--- config.mk ---
export PLATFORM = sky130hd
export DESIGN_NAME = axil_mem_read
export DESIGN_NICKNAME = d
export VERILOG_FILES = /design/src/rtl/axil_mem_read.sv
export SDC_FILE = /design/constraint.sdc
export NUM_CORES = 1
export LEC_CHECK = 0
export BUFFER_PORTS_ARGS = -buffer_cell sky130_fd_sc_hd__buf_2
export CORE_MARGIN = 4
export CORE_UTILIZATION = 57
export DETAILED_ROUTE_END_ITERATION = 12
export PLACE_DENSITY = 0.83
export RECOVER_POWER = 100
export SYNTH_ARGS = -nofsm -noshare
export SYNTH_HDL_FRONTEND = slang
export SYNTH_SLANG_ARGS = --single-unit
export TNS_END_PERCENT = 10
--- constraint.sdc ---
create_clock -name S_AXI_ACLK -period 2.7 [get_ports S_AXI_ACLK]
set_input_delay 0.27 -clock S_AXI_ACLK [delete_from_list [all_inputs] [get_ports S_AXI_ACLK]]
set_output_delay 0.27 -clock S_AXI_ACLK [all_outputs]
set_load 0.05 [all_outputs]
--- src/rtl/axil_mem_read.sv ---
// axil_mem_read: AXI4-Lite read-only slave front end for a fixed-latency
// synchronous memory.
//
// Read addresses are accepted on a credit basis: at most 2^LGDEPTH reads
// can be outstanding, so the response FIFO always has room for the result
// of every accepted read.
// Each accepted read carries a {valid, err} tag down an RD_LATENCY-deep
// pipeline that runs in step with the memory. When the tag leaves the
// pipeline, the memory word (or zero for an out-of-range word) is written
// into a first-word-fall-through FIFO that feeds the R channel.
//
// Ports
//   S_AXI_ACLK, S_AXI_ARESETN    clock, async active-low reset
//   S_AXI_AR{VALID,READY,ADDR}   read address channel (ARPROT ignored)
//   S_AXI_R{VALID,READY,DATA}    read data channel
//   S_AXI_RRESP                  OKAY (00) or DECERR (11)
//   o_rd_en, o_rd_addr           memory read strobe and word index
//   i_rd_data                    memory data, RD_LATENCY cycles after o_rd_en
module axil_mem_read #(
  parameter int C_AXI_DATA_WIDTH = 32,
  parameter int C_AXI_ADDR_WIDTH = 6,
  parameter int LGDEPTH          = 2,
  parameter int RD_LATENCY       = 1,
  parameter int MEM_WORDS        = 16,
  localparam int LSB             = $clog2(C_AXI_DATA_WIDTH) - 3
) (
  input  logic                            S_AXI_ACLK,
  input  logic                            S_AXI_ARESETN,
  input  logic                            S_AXI_ARVALID,
  output logic                            S_AXI_ARREADY,
  input  logic [C_AXI_ADDR_WIDTH-1:0]     S_AXI_ARADDR,
  input  logic [2:0]                      S_AXI_ARPROT,
  output logic                            S_AXI_RVALID,
  input  logic                            S_AXI_RREADY,
  output logic [C_AXI_DATA_WIDTH-1:0]     S_AXI_RDATA,
  output logic [1:0]                      S_AXI_RRESP,
  output logic                            o_rd_en,
  output logic [C_AXI_ADDR_WIDTH-LSB-1:0] o_rd_addr,
  input  logic [C_AXI_DATA_WIDTH-1:0]     i_rd_data
);

  localparam int DW = C_AXI_DATA_WIDTH;
  localparam int IW = C_AXI_ADDR_WIDTH - LSB;
  localparam logic [LGDEPTH:0] ONE = (LGDEPTH + 1)'(1);

  logic [LGDEPTH:0]      outst_q, outst_d;
  logic [RD_LATENCY-1:0] pv_q;
  logic [RD_LATENCY-1:0] pe_q;
  logic [LGDEPTH:0]      wptr_q, rptr_q;
  logic [DW+1:0]         fifo_q [1<<LGDEPTH];

  logic          ar_hs, r_hs;
  logic [IW-1:0] word_idx;
  logic [31:0]   idx_ext;
  logic          idx_err;
  logic          push;
  logic [DW+1:0] push_word;
  logic [DW+1:0] head_word;
  logic          fifo_empty;
  logic          unused;

  assign unused = ^{S_AXI_ARPROT, S_AXI_ARADDR[LSB-1:0]};

  assign word_idx = S_AXI_ARADDR[C_AXI_ADDR_WIDTH-1:LSB];
  assign idx_ext  = 32'(word_idx);
  assign idx_err  = (idx_ext >= 32'(MEM_WORDS));

  // outst_q never exceeds 2^LGDEPTH, so its MSB alone marks "no credit left".
  // Reset gating keeps ARREADY low while reset is held.
  assign S_AXI_ARREADY = S_AXI_ARESETN & ~outst_q[LGDEPTH];

  assign ar_hs = S_AXI_ARVALID & S_AXI_ARREADY;
  assign r_hs  = S_AXI_RVALID & S_AXI_RREADY;

  assign o_rd_en   = ar_hs & ~idx_err;
  assign o_rd_addr = word_idx;

  always_comb begin
    outst_d = outst_q;
    if (ar_hs && !r_hs) begin
      outst_d = outst_q + ONE;
    end else if (!ar_hs && r_hs) begin
      outst_d = outst_q - ONE;
    end
  end

  always_ff @(posedge S_AXI_ACLK or negedge S_AXI_ARESETN) begin
    if (!S_AXI_ARESETN) begin
      outst_q <= '0;
      pv_q    <= '0;
    end else begin
      outst_q <= outst_d;
      pv_q[0] <= ar_hs;
      for (int k = 1; k < RD_LATENCY; k++) begin
        pv_q[k] <= pv_q[k-1];
      end
    end
  end

  // Error flags only matter where the matching valid bit is set.
  always_ff @(posedge S_AXI_ACLK) begin
    pe_q[0] <= idx_err;
    for (int k = 1; k < RD_LATENCY; k++) begin
      pe_q[k] <= pe_q[k-1];
    end
  end

  assign push      = pv_q[RD_LATENCY-1];
  assign push_word = pe_q[RD_LATENCY-1] ? {{DW{1'b0}}, 2'b11}
                                        : {i_rd_data, 2'b00};

  // Pointers carry one extra wrap bit so full and empty are distinguishable.
  always_ff @(posedge S_AXI_ACLK or negedge S_AXI_ARESETN) begin
    if (!S_AXI_ARESETN) begin
      wptr_q <= '0;
      rptr_q <= '0;
    end else begin
      if (push) wptr_q <= wptr_q + ONE;
      if (r_hs) rptr_q <= rptr_q + ONE;
    end
  end

  always_ff @(posedge S_AXI_ACLK) begin
    if (push) fifo_q[wptr_q[LGDEPTH-1:0]] <= push_word;
  end

  assign fifo_empty = (wptr_q == rptr_q);
  assign head_word  = fifo_q[rptr_q[LGDEPTH-1:0]];

  assign S_AXI_RVALID = S_AXI_ARESETN & ~fifo_empty;
  assign S_AXI_RDATA  = S_AXI_RVALID ? head_word[DW+1:2] : '0;
  assign S_AXI_RRESP  = S_AXI_RVALID ? head_word[1:0] : 2'b00;

endmodule

==> impl_results.md <==
* Combinational share of power at 0.358
* Max-slew violation count at 0
* DIE AREA at 11800 sq um
* Synth Area in XOR/XNOR at 0.0165
* Grt ovf at 0
* Final worst slack at 165 ps
* Synth Area in Compound Gates at 0.00801
* Endpoints failing setup at 0
* Fin Clk Skew at 5.11 ps
* Residual DRC at 0
* Initial drt markers at 159
* Clk_lat worst skew at 520 ps
* Post-Place Cells at 466
* IO Pins at 86
* Tightest Pin Transition at 1330 ps
* Synth Area in Adders at 0.0165
* Period utilization at 0.939
* First-pass GRT wire length at 16.4 mm
* HP Class: in2reg
* Metal-1 WL at 4.06 mm
* Share of cells above drive strength 1 at 0.356
* CP Class: reg2out
* Psw at 2.66 mW
* Die Span Y at 109 microns
* Setup TNS at 0 ps
* RePlAce Congestion at 0.756
* Root Buffer: clkbuf_8
* Vias post-DR at 2842
* H-tree levels at 4
* Clock-pin slew on the worst setup and hold paths at 60 ps
* Die X at 109 microns
* Clock Power Share at 0.304
* Power Dens Cells at 1110 nW/um^2
* Worst VDD drop at 0.780 mV
* I/O Buffers at 70
* Area Overhead vs Synth at 23.7%
* Crit start category: flop
* All-Layer GR Usage at 0.196
* Largest net degree at the start of global routing at 36
* Fill cells at 615
* Final Instance Count excl. Fillers at 533
* Antenna violations before repair at 1
* Yosys warns at 0
* Vias in the first global route at 3016
* Seq/Total Area, Yosys at 0.709
* Outcome: completed
* Final #Nets at 439
* Highest metal used: met4
* CP required at 2430 ps
* Worst Path Arrival at 2260 ps
* CP endpoint kind: output port
* Cell row count at 36
* Post-DR wirelength/cell at 19.3 microns
* Routed length on met3 at 613 microns
* Async SR Flop Fraction at 0.0725
* Register bit total from synthesis at 138
* Syn Inst Count at 265
* Largest family of logic cells by synthesized area: multiplexers
* ANT nets after route at 0
* Total Wirelength at 10.3 mm
* Synth Flop Type: edfxtp_1
* Hold Fails Final Rpt at 0
* Dpl cell area at 6250 sq um
* Post-synth cell types at 31
* Max Cap Violations at 0
* Total CTS buffers at 17
* Sw Ratio at 0.336
* Pint at 5.26 mW
* Vias per cell at 5.33
* Pre-CTS setup slack at 468 ps
* Simple-Gate Fraction of Synth Area at 0.0866
* CTS tree: yes
* Final Power at 7.92 mW
* Max Fclk at 394 MHz
* Tmin final at 2530 ps
* Clk sink count at 138
* Initial core utilization at 0.588
* CP max FO at 8
* Post-layout instance area at 7150 sq um
* Netlist Area Pre-Place at 5780 sq um
* Share of power burned in registers at 0.338
* Longest Clk Path Bufs at 2
* Post-Syn Area per Cell at 21.8 sq um
* Core area at 9820 sq um
* Post-synthesis mux area share at 0.129
* P_leak at 2.58 nW
* RSZ-0062 raised after global routing: false
* Drt first pass iters at 4
* Met2 WL at 5.41 mm
* Worst rel slew slack at 0.111
* HPWL Detailed at 6.02 mm
* Number of flops mapped to enable cells by yosys at 128
## power by group through the flow
| stage | logic (mW) | registers [mW] | clock network [mW] |
|---|---|---|---|
| 2_1_floorplan | 2.40 | 2.69 | 0 |
| 3_3_place_gp | 2.76 | 2.70 | 0 |
| 3_5_place_dp | 2.83 | 2.71 | 0 |
| 4_1_cts | 2.91 | 2.68 | 2.44 |
| 5_1_grt | 3.02 | 2.70 | 2.52 |
| 6_report | 2.84 | 2.68 | 2.41 |
## layout by cell type (no fill, tap or decap), types with 2 or more instances in the layout
master,Yosys,final
and2_1,5,2
and2_0,0,2
nor2_1,3,2
xnor2_1,3,3
buf_2,3,14
nand2_1,2,2
a31oi_1,2,2
bufinv_16,0,5
edfxtp_1,128,128
dlygate4sd3_1,0,33
dfrtp_2,0,2
inv_1,6,6
clkbuf_2,0,29
clkinv_1,0,4
clkinvlp_4,0,2
nor2b_4,29,29
conb_1,1,2
ha_1,6,6
mux4_2,29,29
buf_4,6,5
mux4_1,3,3
nor2b_1,2,2
nand3_1,2,2
clkbuf_16,0,16
clkbuf_1,0,36
dfrtp_1,10,8
xor2_1,6,6
## final timing paths
kind / from / end / slack (ps) / cells after the start
worst max-delay path: rptr_q[2] / S_AXI_RDATA[7] / 170 / 5
worst min-delay path: S_AXI_ARVALID / push / 90 / 2
worst max register to register: wptr_q[1] / fifo_q[0][22] / 260 / 4
worst min register to register: outst_q[2] / outst_q[2] / 490 / 1
max in group asynchronous: S_AXI_ARESETN / rptr_q[1] / 2280 / 3
min in group asynchronous: S_AXI_ARESETN / outst_q[2] / 240 / 3
## cell type report
cell class	count	area [sq um]	share of cell area
inverters	6	22.5	0.00315
repair buffers	119	749	0.105
diodes	1	2.50	0.000350
clock buffers	17	414	0.0580
clock inverters	14	203	0.0284
multi-input cells	105	1490	0.209
flip-flops and latches	138	4100	0.573
well taps	133	166	0.0233
## kinds of logic (layout without fill, tap and decap cells)
group / after synthesis / after routing
AO/OA/AOI/OAI: 6 / 6
XOR/XNOR: 10 / 10
adder cells (fa/ha/maj): 7 / 7
buffers and inverters: 23 / 156
flip-flops: 138 / 138
multiplexers: 33 / 33
other: 1 / 3
AND/OR/NAND/NOR: 47 / 47
## repair_timing
| item | 4_1_cts | 5_1_grt |
|---|---|---|
| endpoints found under the hold margin | 138 | 0 |
| pin swaps | 1 | 0 |
| hold buffers | 33 | 0 |
| endpoints found under the setup margin | 13 | 1 |
| resized for setup | 0 | 1 |
| setup buffers | 2 | 0 |
| cloned | 0 | 0 |
## worst max-delay path, cell delays in order (launching register included)
cell and delay (ps):
dfrtp_1 400, xnor2_1 440, a31o_4 330, clkbuf_2 280
nor2b_4 60, clkbuf_2 240
## routing by layer
metal / global-route usage / up-vias
met2: 0.323 / 96
li1: - / 1283
met1: 0.247 / 1445
met4: 0.0929 / 0
met3: 0.0456 / 18
met5: 0 / -
## per-stage QoR
step | hold slack [ps] | util
CTS | 30.7 | 0.734
global placement | 213 | 0.636
detailed placement | 221 | 0.636
global route | 107 | 0.728
finish | 94.7 | 0.728
floorplan | -25.6 | -
## Yosys cell counts, types with 2 or more instances
| master | count | share of area |
|---|---|---|
| xor2_1 | 6 | 0.0091 |
| nor2_1 | 3 | 0.0019 |
| nand3_1 | 2 | 0.0017 |
| inv_1 | 6 | 0.0039 |
| buf_6 | 5 | 0.0097 |
| xnor2_1 | 3 | 0.0045 |
| mux4_1 | 3 | 0.014 |
| buf_4 | 6 | 0.0078 |
| dfrtp_1 | 10 | 0.043 |
| nor2b_4 | 29 | 0.069 |
| mux4_2 | 29 | 0.11 |
| and2_1 | 5 | 0.0054 |
| ha_1 | 6 | 0.013 |
| buf_12 | 3 | 0.010 |
| a31oi_1 | 2 | 0.0022 |
| nor2b_1 | 2 | 0.0022 |
| buf_2 | 3 | 0.0026 |
| nand2_1 | 2 | 0.0013 |
| edfxtp_1 | 128 | 0.67 |
## state kept, by name, indices dropped and copies added, names as in the netlist
name,flops
fifo_q,128
outst_q,3
push,1
rptr_q,3
wptr_q,3
(Power assumes the default switching activity.)
